--- src/rtl/alu_exec_ctrl.sv ---
// -----------------------------------------------------------------------------
// alu_exec_ctrl
//
// Issue / write-back controller for a combinational ALU. It accepts one
// register-register instruction through a valid/ready handshake and reads the
// operands from an internal 4 x W register file. It drives the ALU inputs from
// registers, then captures the ALU result and flags one cycle later and writes
// the result back. Each instruction takes three cycles: IDLE -> ISSUE -> WB.
//
// Optional feature macro: ALU_IMM_EN
//   defined     : when IInstr[0] = 1 at the handshake, ORb takes IImm
//   not defined : IInstr[0] and IImm are ignored, ORb is always R[rb]
//
// Ports
//   ICLK, IRSTn      clock, asynchronous active-low reset
//   IInstValid       instruction present
//   OInstReady       controller idle, can accept an instruction
//   IInstr[10:0]     [10:7] opcode, [6:5] rd, [4:3] ra, [2:1] rb, [0] imm select
//   IImm[W-1:0]      immediate operand
//   IWrEn/IWrAddr/IWrData  external register load, honoured only in IDLE
//   ORa, ORb, OOPALU ALU operand and opcode drives
//   IALUD, IFgn, IFgz ALU result and flags
//   OWbValid         one-cycle write-back strobe
//   OWbReg, OWbData  register and value of the last write-back
//   OFlagN, OFlagZ   flags latched from the last non-NOP instruction
// -----------------------------------------------------------------------------
`timescale 1ns/1ps

module alu_exec_ctrl #(
    parameter int NREG = 4,
    parameter int W    = 8
) (
    input  logic         ICLK,
    input  logic         IRSTn,
    input  logic         IInstValid,
    output logic         OInstReady,
    input  logic [10:0]  IInstr,
    input  logic [W-1:0] IImm,
    input  logic         IWrEn,
    input  logic [1:0]   IWrAddr,
    input  logic [W-1:0] IWrData,
    output logic [W-1:0] ORa,
    output logic [W-1:0] ORb,
    output logic [3:0]   OOPALU,
    input  logic [W-1:0] IALUD,
    input  logic         IFgn,
    input  logic         IFgz,
    output logic         OWbValid,
    output logic [1:0]   OWbReg,
    output logic [W-1:0] OWbData,
    output logic         OFlagN,
    output logic         OFlagZ
);

    localparam logic [1:0] S_IDLE  = 2'd0;
    localparam logic [1:0] S_ISSUE = 2'd1;
    localparam logic [1:0] S_WB    = 2'd2;

    logic [1:0]   r_state;
    logic [W-1:0] r_regs [NREG];
    logic [1:0]   r_rd;
    logic [W-1:0] r_ra;
    logic [W-1:0] r_rb;
    logic [3:0]   r_op;
    logic         r_wb_valid;
    logic [1:0]   r_wb_reg;
    logic [W-1:0] r_wb_data;
    logic         r_flag_n;
    logic         r_flag_z;

    logic [3:0]   w_opcode;
    logic [1:0]   w_rd;
    logic [1:0]   w_ra;
    logic [1:0]   w_rb;
    logic         w_imm_sel;
    logic [W-1:0] w_opb;
    logic         w_handshake;
    logic         w_ext_wr;
    logic         w_alu_wr;

    assign w_opcode  = IInstr[10:7];
    assign w_rd      = IInstr[6:5];
    assign w_ra      = IInstr[4:3];
    assign w_rb      = IInstr[2:1];
    assign w_imm_sel = IInstr[0];

`ifdef ALU_IMM_EN
    assign w_opb = w_imm_sel ? IImm : r_regs[w_rb];
`else
    assign w_opb = r_regs[w_rb];
    // Immediate path is compiled out; sink the inputs so they stay visible.
    logic w_unused;
    assign w_unused = ^{IImm, w_imm_sel};
`endif

    assign w_handshake = IInstValid & (r_state == S_IDLE);
    assign w_ext_wr    = IWrEn & (r_state == S_IDLE);
    // OOPALU still holds the opcode of the instruction in flight during ISSUE.
    assign w_alu_wr    = (r_state == S_ISSUE) && (r_op != 4'h0);

    // Register file. ALU write-back and external load can never coincide
    // (different states). Operand reads above use pre-edge values, so a load
    // in the handshake cycle is seen by the next instruction, not this one.
    always_ff @(posedge ICLK or negedge IRSTn) begin
        if (!IRSTn) begin
            for (int i = 0; i < NREG; i++) begin
                r_regs[i] <= '0;
            end
        end else begin
            for (int i = 0; i < NREG; i++) begin
                if (w_alu_wr && (r_rd == 2'(i))) begin
                    r_regs[i] <= IALUD;
                end else if (w_ext_wr && (IWrAddr == 2'(i))) begin
                    r_regs[i] <= IWrData;
                end
            end
        end
    end

    // Control FSM, operand registers and write-back capture.
    always_ff @(posedge ICLK or negedge IRSTn) begin
        if (!IRSTn) begin
            r_state    <= S_IDLE;
            r_rd       <= '0;
            r_ra       <= '0;
            r_rb       <= '0;
            r_op       <= '0;
            r_wb_valid <= 1'b0;
            r_wb_reg   <= '0;
            r_wb_data  <= '0;
            r_flag_n   <= 1'b0;
            r_flag_z   <= 1'b0;
        end else begin
            r_wb_valid <= 1'b0;
            case (r_state)
                S_IDLE: begin
                    if (w_handshake) begin
                        r_ra    <= r_regs[w_ra];
                        r_rb    <= w_opb;
                        r_op    <= w_opcode;
                        r_rd    <= w_rd;
                        r_state <= S_ISSUE;
                    end
                end
                S_ISSUE: begin
                    if (w_alu_wr) begin
                        r_wb_data  <= IALUD;
                        r_wb_reg   <= r_rd;
                        r_flag_n   <= IFgn;
                        r_flag_z   <= IFgz;
                        r_wb_valid <= 1'b1;
                    end
                    r_state <= S_WB;
                end
                S_WB: begin
                    r_state <= S_IDLE;
                end
                default: begin
                    r_state <= S_IDLE;
                end
            endcase
        end
    end

    assign OInstReady = (r_state == S_IDLE);
    assign ORa        = r_ra;
    assign ORb        = r_rb;
    assign OOPALU     = r_op;
    assign OWbValid   = r_wb_valid;
    assign OWbReg     = r_wb_reg;
    assign OWbData    = r_wb_data;
    assign OFlagN     = r_flag_n;
    assign OFlagZ     = r_flag_z;

endmodule

--- config.mk ---
export PLATFORM = sky130hd
export DESIGN_NAME = alu_exec_ctrl
export DESIGN_NICKNAME = d
export VERILOG_FILES = /design/src/rtl/alu_exec_ctrl.sv
export SDC_FILE = /design/constraint.sdc
export NUM_CORES = 1
export LEC_CHECK = 0
export CORE_UTILIZATION = 54
export CTS_CLUSTER_DIAMETER = 30
export DETAILED_ROUTE_END_ITERATION = 6
export PLACE_DENSITY = 0.94
export RECOVER_POWER = 50
export SYNTH_ARGS = -nofsm -noshare
export SYNTH_HDL_FRONTEND = slang
export SYNTH_SLANG_ARGS = --single-unit
--- constraint.sdc ---
create_clock -name ICLK -period 4.5 [get_ports ICLK]
set_input_delay 0.45 -clock ICLK [delete_from_list [all_inputs] [get_ports ICLK]]
set_output_delay 0.45 -clock ICLK [all_outputs]
set_load 0.02 [all_outputs]
* After elaboration in Yosys (flattened, before gate mapping)
Cells that the tools add are included.
Storage, ports and cells: bits in registers 69, bits in latches 0, bits in writable memories 0, bits in read-only memories 0, input port bits 43, output and inout port bits 34, word-level logic and storage cells 65, memories kept 0
Operators by class: add/sub/neg operators 0, multipliers 0, divide/modulo/power cells 0, magnitude comparators 2, equal/unequal tests 8, shift operators 0, multiplexer cells 18, bitwise operators 4, reductions and logical operators 19
Operators with widths (number):
- $mux 8 | 12
- $bmux 8 s2 | 2
- $logic_and 1x1->1 | 9
- $eq 2x2->1 const B | 4
- $reduce_bool 2->1 | 4
- $eq 2x1->1 const B | 3
- $ge 3x3->1 const B | 2
- $logic_not 2->1 | 3
- $not 2->3 | 2
- $pmux 2 s2 | 1
- $reduce_and 2->1 | 2
- $reduce_bool 4->1 | 1
- $and 1x1->1 | 2
- $mux 1 | 2
- $mux 2 | 1
- $ne 2x1->1 const B | 1

* Logic depth before layout (Yosys ltp)
depth after elaboration 5, mapped depth 6, gate-level depth less buffers 3

* Worst setup path before layout
Ideal clock, no wire load.
path kind input-to-reg, start in IInstr[3], end reg r_ra[0], in the netlist ORa[0], library setup time 0.128 ns, arrival time 1.702 ns, required time 4.372 ns, slack 2.670 ns, stages 3, path buffers 1, path through clkbuf_1 mux4_2 mux2_1
Between the ends: longest elaborated chain between the ends 4
Ends and longest elaborated chain:
- start, declared | RTL line 37 | input logic [10:0] IInstr,
- $not 2->3 (implied by the code) | RTL line 138 | r_ra <= r_regs[w_ra];
- $bmux 8 s2 | RTL line 138
- $mux 8 (implied by the code) (2 in series) | RTL line 138
- end signal, assigned | RTL line 138
- end, declared | RTL line 62 | logic [W-1:0] r_ra;
Every way passes these cells. The select of a mux whose other input is x is not followed. A chain may end at the register's enable or synchronous reset.

* Final worst setup path
start reg r_state[0], end reg r_wb_data[4], in the netlist OWbData[4]
Between the ends: longest elaborated chain between the ends 3
Ends and longest elaborated chain:
- start, declared | RTL line 59 | logic [1:0] r_state;
- start signal, assigned | RTL line 123 | r_state <= S_IDLE;
- start signal, assigned | RTL line 142 | r_state <= S_ISSUE;
- start signal, assigned | RTL line 153 | r_state <= S_WB;
- $eq 2x1->1 * | RTL line 99, 135
- $logic_and 1x1->1 | RTL line 99 | assign w_alu_wr = (r_state == S_ISSUE) && (r_op != 4'h0);
- $reduce_and 2->1 (no source line) *
- end signal, assigned | RTL line 130 | r_wb_data <= '0;
- end signal, assigned | RTL line 147 | r_wb_data <= IALUD;
- end, declared | RTL line 67 | logic [W-1:0] r_wb_data;
Mark *: on every way between the ends. The rest lies on a longest branch, timed or not.

==> results.py <==
metrics = {
    "grt": {
        "grt_pass1_vias": 2851,
        "antenna_found_initial": 0,
        "grt_usage": 0.290,
        "grt_max_degree": 38,
        "grt_pass1_wl_um": 14100,
        "grt_overflow": 0,
    },
    "clocking": {
        "cts_max_level": 3,
        "clk_pin_slew_ns": 0.07,
        "hold_buffers": 0,
        "cts.sinks": 69,
        "clock_path_buffers": 2,
        "worstSkewPairLatency_ns": 0.35,
        "tritoncts": "done",
        "cts_setup_buffers": 0,
        "cts_resized": 0,
        "clockRootBuffer": "clkbuf_8",
        "cts_buffers": 9,
    },
    "setup_path": {
        "cp-start-kind": "register",
        "critPathArrivalTime_ns": 2.42,
        "crit_required_ns": 4.73,
        "path_max_fanout": 13,
        "crit_type": "register to register",
        "reg2reg_slack_ns": 2.31,
        "end_kind": "register",
    },
    "synthesis": {
        "syn_avg_cell_area_um2": 12.2,
        "synth_nets": 327,
        "ys_seq_area_frac": 0.497,
        "yosysWarnings": 0,
        "synth.ff_latch_count": 69,
        "ys_types": 36,
        "syn_inst": 284,
        "synthesis.area_mm2": 0.00348,
    },
    "floorplanning": {
        "die_area_mm2": 0.00676,
        "row_count": 28,
        "core-area_mm2": 0.00606,
        "die-width_um": 82.2,
        "ios": 77,
        "die_h_um": 82.2,
        "start_util": 0.574,
    },
    "layout": {
        "fill_cells": 412,
        "nets": 382,
        "fin_area_mm2": 0.00437,
        "final_core_util": 0.720,
        "drive_above_1_share": 0.230,
        "final-seq-area_mm2": 0.00173,
        "syn_to_final_growth_pct": 25.6,
        "multi_input_area_mm2": 0.00162,
        "n_antenna_cell": 0,
    },
    "timing": {
        "slew_headroom": -0.161,
        "finClkSkew_ns": 0.00923,
        "worst_pin_slew_ns": 1.74,
        "report.final.setup_viol": 0,
        "period_share": 0.486,
        "hold_violations": 0,
        "worst_hold_slack_ns": 0.500,
        "drv_slew": 34,
        "rsz0062_at_grt": "false",
        "tns_ns": 0,
        "fmax_ghz": 0.458,
        "min_period_ns": 2.19,
    },
    "outcome": {
        "violations": "max-capacitance violations, max-slew violations",
        "status": "complete, but fails checks",
    },
    "place": {
        "finalWeightedCongestion": 0.873,
        "placed_area_mm2": 0.00414,
        "io_buffer_count": 67,
        "dp_hpwl_um": 5810,
    },
    "route": {
        "avgRoutedWirePerCell_um": 21.1,
        "drtPass1Iterations": 5,
        "drc_errors": 0,
        "vias": 2842,
        "drt_iter0_drc": 390,
        "totalWireLength_um": 8820,
        "via_per_inst": 6.78,
        "drtAntennaViolNets": 0,
    },
    "power_and_ir_drop": {
        "swShare": 0.329,
        "leakagePower_uw": 0.00170,
        "internal_power_uw": 1810,
        "p_per_area_mw_per_mm2": 617,
        "seqPwrFrac": 0.407,
        "clkPwrFrac": 0.213,
        "p_switching_uw": 888,
        "combPwrFrac": 0.380,
        "worst_ir_drop_vdd_uv": 376,
    },
    "job": {
        "drv_cap": 1,
    },
    "worst_hold_path": {
        "hold_path.class": "register to register",
    },
}
registers in the layout, indices dropped and copies added (netlist names), 2 cells and up:
name / count
r_regs: 32
ORa: 8
ORb: 8
OWbData: 8
OOPALU: 4
OWbReg: 2
r_rd: 2
r_state: 2
cell type report:
| class | instances | area share |
|---|---|---|
| Sequential cell | 69 | 0.395 |
| Clock buffer | 12 | 0.0355 |
| Inverter | 2 | 0.00172 |
| Multi-Input combinational cell | 186 | 0.371 |
| Clock inverter | 4 | 0.0160 |
| Timing Repair Buffer | 71 | 0.159 |
| Tap cell | 75 | 0.0215 |
cells in the mapped netlist:
cell,number,share of area
dfrtp_1,69,0.50
mux2_2,32,0.10
a31oi_1,25,0.045
nor3_1,25,0.036
o21ai_0,25,0.036
nand3_1,23,0.033
mux4_2,16,0.10
buf_2,11,0.016
clkbuf_1,9,0.0097
a221o_1,4,0.012
and3_1,4,0.0072
nand2b_1,3,0.0054
nand4bb_1,3,0.0097
nor2_1,3,0.0032
o221a_2,3,0.0097
or3_1,3,0.0054
buf_1,2,0.0022
buf_6,2,0.0065
clkbuf_2,2,0.0029
mux2_1,2,0.0065
nand2_1,2,0.0022
or4b_4,2,0.0079
a2bb2oi_2,1,0.0043
and2_1,1,0.0018
buf_4,1,0.0022
inv_1,1,0.0011
inv_2,1,0.0011
nand2b_4,1,0.0040
nand4b_1,1,0.0025
nor2b_1,1,0.0018
nor4_1,1,0.0018
nor4b_4,1,0.0068
nor4bb_1,1,0.0029
o22ai_4,1,0.0058
or2b_1,1,0.0022
or4_1,1,0.0022
routing by layer:
metal / wire (um) / track usage / vias up
met5: 0 / 0 / -
li1: - / - / 1213
met2: 4270 / 0.458 / 198
met4: 211 / 0.133 / 0
met3: 1040 / 0.107 / 29
met1: 3300 / 0.354 / 1402
per-stage QoR:
stage                     instances  total power (uW)  setup WS (ns)
after floorplan                 284              1710           2.67
after global routing            419              2830           2.12
after global placement          403              2100           2.14
after detailed placement        403              2150           2.11
after CTS                       419              2730           2.27
final                           419              2690           2.31
cells by family after synthesis:
logic type      Yosys count  synth area share
flops                    69             0.497
simple gates             77             0.136
buf+inv                  29            0.0414
mux                      50             0.214
compound gates           59             0.112
critical path, stage by stage, from the launching register on:
cell and delay (ns):
dfrtp_1 0.56, or2b_1 0.29, nor2_1 0.80, mux2_2 0.42
path summary, 6_finish.rpt:
kind	depth (start not counted)	end	from
max reg2reg	3	OWbData[4]	r_state[0]
min	1	ORb[5]	ORb[5]
max	3	OWbData[4]	r_state[0]
min reg2reg	1	ORb[5]	ORb[5]
min in group asynchronous	1	ORb[4]	IRSTn
max in group asynchronous	2	r_regs[26]	IRSTn
layout by cell type, fill, tap and decap left out, types with 2 or more instances in the layout:
| cell type | count |
|---|---|
| nand3_1 | 23 |
| dfrtp_1 | 69 |
| dlygate4sd3_1 | 16 |
| bufinv_16 | 2 |
| clkdlybuf4s50_1 | 50 |
| clkbuf_1 | 2 |
| clkinv_2 | 2 |
| or3_1 | 3 |
| o21ai_0 | 25 |
| nor3_1 | 25 |
| clkbuf_8 | 11 |
| and3_1 | 4 |
| o221a_2 | 3 |
| mux4_2 | 16 |
| nand2b_1 | 3 |
| buf_4 | 4 |
| nand2_1 | 2 |
| mux2_2 | 32 |
| nand4bb_1 | 3 |
| a31oi_1 | 25 |
| a221o_1 | 4 |
| or4b_4 | 2 |
| nor2_1 | 3 |
| mux2_1 | 2 |
power groups by stage:
stage                     logic, uW  registers (uW)  clock network (uW)
after global placement         1020            1080                   0
after floorplan                 494            1210                   0
after CTS                      1050            1100                 580
final                          1020            1100                 574
after detailed placement       1050            1110                   0
after global routing           1090            1140                 603
Power figures use the tool's default switching activity.
